==> src/rtl/car_state_ctrl.sv <==
// car_state_ctrl: driving-state FSM that turns driver controls into car state, gear and qualified turn requests.
// Optional idle auto power-off in NOT_STARTING is enabled by defining CAR_AUTO_POWEROFF_EN.
module car_state_ctrl #(
  parameter int POWER_HOLD_CYCLES   = 100_000_000,
  parameter int IDLE_TIMEOUT_CYCLES = 500_000_000,
  parameter int CNT_W               = 32
) (
  input  logic       clk,
  input  logic       rst_n,
  input  logic       power_on,
  input  logic       power_off,
  input  logic       throttle,
  input  logic       clutch,
  input  logic       brake,
  input  logic       reverse_sw,
  input  logic       turn_left_sw,
  input  logic       turn_right_sw,
  output logic [1:0] state,
  output logic       turn_left,
  output logic       turn_right,
  output logic       reverse_gear
);
  typedef enum logic [1:0] {OFF = 2'b00, NOT_STARTING = 2'b01, STARTING = 2'b11, MOVING = 2'b10} state_t;
  localparam logic [CNT_W-1:0] HOLD_MAX = CNT_W'(POWER_HOLD_CYCLES - 1);
  state_t cur, nxt;
  logic [CNT_W-1:0] hold_cnt;
  logic idle, timeout;
  assign idle  = ~|{throttle, clutch, brake, power_on, turn_left_sw, turn_right_sw};
  assign state = cur;
`ifdef CAR_AUTO_POWEROFF_EN
  localparam logic [CNT_W-1:0] IDLE_MAX = CNT_W'(IDLE_TIMEOUT_CYCLES - 1);
  logic [CNT_W-1:0] idle_cnt;
  assign timeout = idle && idle_cnt == IDLE_MAX;
  always_ff @(posedge clk)
    if (!rst_n) idle_cnt <= '0;
    else idle_cnt <= (cur == NOT_STARTING && nxt == NOT_STARTING && idle) ? idle_cnt + CNT_W'(idle_cnt != '1) : '0;
`else
  assign timeout = idle && IDLE_TIMEOUT_CYCLES < 0;
`endif
  always_comb begin
    nxt = cur;
    case (cur)
      OFF:          nxt = (power_on && hold_cnt == HOLD_MAX) ? NOT_STARTING : OFF;
      NOT_STARTING: nxt = ((throttle && !clutch) || timeout) ? OFF : (throttle && clutch && !brake) ? STARTING : NOT_STARTING;
      STARTING:     nxt = brake ? NOT_STARTING : (throttle && !clutch) ? MOVING : STARTING;
      MOVING:       nxt = (reverse_sw != reverse_gear && !clutch) ? OFF : brake ? NOT_STARTING : (!throttle || clutch) ? STARTING : MOVING;
      default:      nxt = OFF;
    endcase
    if (power_off) nxt = OFF;
  end
  // turn outputs use nxt so they line up with the state they belong to
  always_ff @(posedge clk) begin
    if (!rst_n) begin
      cur          <= OFF;
      hold_cnt     <= '0;
      turn_left    <= 1'b0;
      turn_right   <= 1'b0;
      reverse_gear <= 1'b0;
    end else begin
      cur          <= nxt;
      hold_cnt     <= (cur == OFF && nxt == OFF && power_on && !power_off) ? hold_cnt + CNT_W'(hold_cnt != '1) : '0;
      reverse_gear <= (nxt == OFF && cur != OFF) ? 1'b0 : (cur == MOVING && !clutch) ? reverse_gear : reverse_sw;
      turn_left    <= nxt[1] && turn_left_sw && !turn_right_sw;
      turn_right   <= nxt[1] && turn_right_sw && !turn_left_sw;
    end
  end
endmodule
==> config.mk <==
export PLATFORM = sky130hd
export DESIGN_NAME = car_state_ctrl
export DESIGN_NICKNAME = d
export VERILOG_FILES = /design/src/rtl/car_state_ctrl.sv
export SDC_FILE = /design/constraint.sdc
export NUM_CORES = 1
export LEC_CHECK = 0
export BUFFER_PORTS_ARGS = -buffer_cell sky130_fd_sc_hd__buf_2
export CAP_MARGIN = 30
export CELL_PAD_IN_SITES_DETAIL_PLACEMENT = 0
export CELL_PAD_IN_SITES_GLOBAL_PLACEMENT = 1
export CORE_MARGIN = 2
export CORE_UTILIZATION = 48
export CTS_CLUSTER_SIZE = 20
export DETAILED_ROUTE_END_ITERATION = 10
export GPL_TIMING_DRIVEN = 0
export PLACE_DENSITY = 0.86
export SYNTH_ARGS = -nofsm -noshare
export SYNTH_HDL_FRONTEND = slang
export SYNTH_SLANG_ARGS = --single-unit
==> constraint.sdc <==
create_clock -name clk -period 6.04 [get_ports clk]
set_clock_uncertainty 0.1 [all_clocks]
set_input_delay 0.604 -clock clk [delete_from_list [all_inputs] [get_ports clk]]
set_output_delay 0.604 -clock clk [all_outputs]
set_load 0.02 [all_outputs]
# --- After elaboration in Yosys (flattened, before gate mapping) ---
# Cells that the tools add are included.
classes:
  addsub: 1
  n_eq_ne: 6
  mux: 10
  bitwise_logic: 1
  reduce_logical: 26
ops:
  columns: ["operator", "count"]
  rows:
  - ["adder 32 x 1 -> 32 bit", 1]
  - ["equality test 32 x 27 -> 1 bit (second input constant)", 1]
  - ["!= test 32 bit (second input constant)", 1]
  - ["logical AND 1 bit", 14]
  - ["2-to-1 mux 2 bit", 6]
  - ["one-hot mux 2 bit (4 select lines)", 1]
  - ["logical NOT 1 bit", 6]
  - ["equality test 2 bit (second input constant)", 2]
  - ["logical NOT 2 bit", 2]
  - ["2-to-1 mux 1 bit", 3]
  - ["equality test 2 x 1 -> 1 bit (second input constant)", 1]
  - ["AND reduction 2 bit", 1]
  - ["nonzero test 2 bit", 1]
  - ["OR reduction 2 bit", 1]
  - ["logical OR 1 bit", 1]
  - ["!= test 1 bit", 1]
  - ["inverter 1 bit", 1]
totals:
  reg_bits: 37
  output_inout_bits: 5
  wordCells: 49

# --- Logic depth before layout (Yosys ltp) ---
logic_depth:
  word_depth: 12
  depth_mapped: 10
  ltp_nobuf: 10

# --- Least setup slack after synthesis ---
# No wires, ideal clock.
synth_path:
  kind: "register -> register"
  startpoint: "register hold_cnt[2]"
  endpoint: "register hold_cnt[12]"
  setup_time_ns: 0.115
  arrival_ns: 2.284
  t_required_ns: 5.825
  slack_ns: 3.542
  path_stages_with_launch: 11
  n_path_buf: 0
  synth_period_minus_slack_ns: 2.498
  cell_sequence: "dfxtp_1 -> nand4_4 -> or3_2 -> nor3_1 -> nand4_1 -> ha_1 -> ha_1 -> nand4_1 -> nor3_1 -> xnor2_1 -> nor2_1"
synth_between:
  elab_chain_cells: 10
  elab_cells_between_ends: 12
synth_rtl:
  columns: ["item", "line", "text"]
  rows:
  - ["start, declared", "26", "logic [CNT_W-1:0] hold_cnt;"]
  - ["start signal, assigned", "61", "hold_cnt <= (cur == OFF && nxt == OFF && power_on && !power_off) ? hold_cnt + CNT_W'(hold_cnt != '1) : '0;"]
  - ["parallel branches: the longest is 10 deep, another holds adder 32 x 1 -> 32 bit", null, null]
# Parallel ways; which one is timed is not known.
# A chain may end at the register's enable or synchronous reset.

# --- Worst setup path in the final report ---
layout_path:
  startpoint: "register hold_cnt[2]"
  endpoint: "register hold_cnt[18]"
# Same word-level chain as after synthesis.

==> implementation parameters <==
Parameter                              Value

Die
  Horizontal die dimension    65.5 um
  Die boundary height    65.5 um
  Initial cell density of the core    49.7%
  Number of placement rows    22
  Core footprint    ~3700 um2
  I/O pin cnt    15
  Die Outline Area    4300 um2

Timing
  Hold Fails Final Rpt    0
  Post-layout minimum cycle time    2.79 ns
  Setup violation total in the final timing report    0
  Unrepaired setup endpoints after global routing    false
  Slew Limit Headroom    51.1%
  Tcrit/Tclk final    46.2%
  Max-slew violations    0
  Post-route setup TNS    0 ns
  Maximum clock rate    358 MHz
  Transition time of the tightest slew-check pin    0.727 ns

Power
  Static Leakage    0.000703 uW
  Worst ir drop on vdd    0.118 mV
  Power share of the sequential group    56.4%
  P_int    342 uW
  Power density normalized to cell area    214 nW/um2
  Switching power total    92.5 uW
  Total power of the final layout    435 uW
  Comb power frac    3.5%
  Clock power share    40.1%
  Switching Share    21.3%

Synth
  Cell area after technology mapping    1820 um2
  Synthesized-area fraction occupied by xor and xnor cells    approximately 14%
  Synthesized instance count    ~200
  Share of async-settable or async-resettable flops after synthesis    0%
  Leading register cell type out of synthesis    sky130_fd_sc_hd__dfxtp_1
  Number of storage elements in the synthesis netlist    37
  Number of synthesized flops with an enable pin    0
  Post-synth net total    216
  Main combinational cell family by area after synthesis    simple AND/OR/NAND/NOR gates
  Warnings, synthesis    0
  Mean area per synthesized cell    8.91 um2
  Arithmetic-cell share of the synthesized area counting full adders, half adders and majority gates    under 10%
  Share of the yosys chip area belonging to registers    40.7%
  Compound-gate portion of the synthesized area    5.78%
  Simple-Gate Fraction of Synth Area    34.6%
  Mux contribution to synthesized area    0.619%
  Unique masters post-synth    35

Placed design
  Post-DP HPWL    2550 um
  IO Port Bufs    14
  Final estimated routing congestion in global placement    around 0.8

Critical path
  Crit-path leading delay family    simple AND/OR/NAND/NOR gates
  Startpoint kind of the worst setup timing path    flip-flop
  Reg-to-reg slack, setup    between 3 and 4 ns
  Critical Path AT    2.88 ns
  Peak per-stage delay on the critical path    0.49 ns
  Class of the most critical setup path    flip-flop to flip-flop
  Critical-path top delay cell    sky130_fd_sc_hd__or3_2
  CP Max Fanout    7
  Type of element capturing the critical path    flip-flop
  Data required time at the worst endpoint    6.13 ns
  Critical path buffer and inverter count    0
  Crit path cell chain    nand4_4 -> or3_2 -> nor3_1 -> nand4_1 -> ha_1 -> ha_1 -> nand4_1 -> nor4_1 -> xnor2_1 -> nor2_1

Global route
  GR met1 Demand/Resource    approximately a quarter
  GR Util met2    between 20 and 30%
  Vias in the first global route    1376
  Overall Global Routing Usage    19.1%
  Total overflow reported by the global router    0
  Number of antenna violations at the first check in global routing    0
  Pin count of the biggest net entering global routing    11
  Wire length of the first global-routing pass    between 6000 and 7000 um
  Most Used Layer, Global Route    met2
  Met3 Use GR    4.11%

Drt
  Routed vias/inst    between 5 and 6
  Length of the first detailed-routing pass in iterations    4
  Routed length per placed instance    about 13 um
  Vias after detailed routing    1464
  Residual antenna-violating net count after detailed routing    0
  Drt first-iter violations    77
  Drt drc    0
  Wire length reported by the detailed router    around 3600 um

Clock tree
  CTS Buf Count    5
  Hold buffer count at CTS    0
  Post-CTS setup buffers    0
  Clock sink total    37
  TritonCTS clock tree    yes
  Insertion delay of the later-clocked pin in the worst-skew pair    0.29 ns
  Root Buffer Master    sky130_fd_sc_hd__clkbuf_8
  CTS clock-pin slew for the worst setup and hold paths    0.07 ns
  # H-tree levels    2
  CTS resizes    0
  Worst-case clock buffer depth    2

Run status
  Status    complete, no violations

Layout
  Filler instances    365
  Area growth from synthesis to final layout    11.9%
  Share of cells above drive strength 1    16.4%
  Diode insertion count for antenna repair    0
  Number of nets in the layout    between 200 and 250

Flow run
  Max-cap violations    0

Min path
  Type of the most critical hold path    input pin to flip-flop
[through the flow]
step	setup slack (ns)	utilization [%]	instances	hold slack, ns	instance area (um2)
4_1_cts	3.23	55.6	273	0.378	2030
6_report	3.25	55.6	273	0.383	2030
3_5_place_dp	3.25	53.2	266	0.403	1950
5_1_grt	3.04	55.6	273	0.385	2030
2_1_floorplan	3.54	-	204	0.379	1820
3_3_place_gp	3.26	53.2	266	0.399	1950
[power by group through the flow]
stage                     Clock, uW  Combinational, uW  Sequential (uW)
final                           174               15.0              245
after global routing            190               16.7              245
after CTS                       179               15.1              245
after detailed placement          0               15.0              251
after global placement            0               15.0              251
after floorplan                   0               8.30              251
[cells by family (layout without fill, tap and decap cells)]
logic type | after synthesis | after routing
AO/OA/AOI/OAI | 14 | 14
XOR/XNOR | 29 | 29
adder cells (fa/ha/maj) | 2 | 2
buffers and inverters | 8 | 29
flip-flops | 37 | 37
multiplexers | 1 | 1
AND/OR/NAND/NOR | 113 | 113
[cell type report]
class | instances | area (um2) | share of cell area [%]
Clock buffer | 7 | 86.3 | 4.24
Inverter | 5 | 18.8 | 0.923
Sequential cell | 37 | 741 | 36.4
Buffer | 3 | 33.8 | 1.66
Multi-Input combinational cell | 159 | 1020 | 50.4
Tap cell | 48 | 60.1 | 2.95
Timing Repair Buffer | 14 | 70.1 | 3.44
[metal layers]
layer / up-vias / part of all wire (%) / routed length (um)
met2: 20 / 43 / 1540
met3: 6 / 3.0 / 107
met5: - / 0 / 0
li1: 756 / - / -
met4: 0 / 1.9 / 68
met1: 682 / 52 / 1840
[flip-flops by register name, indices dropped and copies added, names as in the netlist]
name,count
state,2
turn_right,1
reverse_gear,1
turn_left,1
hold_cnt,32
[worst reg2reg max path: stages (launching register included)]
cell                      delay (ns)
sky130_fd_sc_hd__dfxtp_1        0.46
sky130_fd_sc_hd__nand4_4        0.17
sky130_fd_sc_hd__or3_2          0.50
sky130_fd_sc_hd__nor3_1         0.15
sky130_fd_sc_hd__nand4_1        0.12
sky130_fd_sc_hd__ha_1           0.25
sky130_fd_sc_hd__ha_1           0.31
sky130_fd_sc_hd__nand4_1        0.32
sky130_fd_sc_hd__nor4_1         0.12
sky130_fd_sc_hd__xnor2_1        0.15
sky130_fd_sc_hd__nor2_1         0.05
[synthesized netlist by cell type (4+ instances only)]
| library cell | count | area share, % |
|---|---|---|
| sky130_fd_sc_hd__o21ai_0 | 4 | 1.1 |
| sky130_fd_sc_hd__nand2_1 | 17 | 3.5 |
| sky130_fd_sc_hd__xnor2_1 | 11 | 5.3 |
| sky130_fd_sc_hd__inv_1 | 5 | 1.0 |
| sky130_fd_sc_hd__dfxtp_1 | 37 | 41 |
| sky130_fd_sc_hd__xor2_1 | 18 | 8.7 |
| sky130_fd_sc_hd__nor2_1 | 38 | 7.8 |
| sky130_fd_sc_hd__nand3_1 | 15 | 4.1 |
| sky130_fd_sc_hd__nor4_1 | 6 | 2.1 |
| sky130_fd_sc_hd__nor3_1 | 5 | 1.4 |
| sky130_fd_sc_hd__nand4_1 | 10 | 3.4 |
[path summary, 6_finish.rpt]
path,startpoint,endpoint,cells past startpoint
max,hold_cnt[2],hold_cnt[18],10
min,turn_left_sw,turn_right,2
max reg2reg,hold_cnt[2],hold_cnt[18],10
min reg2reg,hold_cnt[21],hold_cnt[21],2
[cell usage in the layout (no fill, tap or decap), types with 4 or more instances in the layout]
cell type | Yosys | final
sky130_fd_sc_hd__nand2_1 | 17 | 17
sky130_fd_sc_hd__o21ai_0 | 4 | 4
sky130_fd_sc_hd__inv_1 | 5 | 5
sky130_fd_sc_hd__dfxtp_1 | 37 | 37
sky130_fd_sc_hd__buf_2 | 0 | 14
sky130_fd_sc_hd__nor2_1 | 38 | 38
sky130_fd_sc_hd__nand4_1 | 10 | 10
sky130_fd_sc_hd__clkbuf_8 | 0 | 6
sky130_fd_sc_hd__xnor2_1 | 11 | 11
sky130_fd_sc_hd__nor3_1 | 5 | 5
sky130_fd_sc_hd__xor2_1 | 18 | 18
sky130_fd_sc_hd__nand3_1 | 15 | 15
sky130_fd_sc_hd__nor4_1 | 6 | 6
No activity file was read; power rests on OpenSTA's default activity.
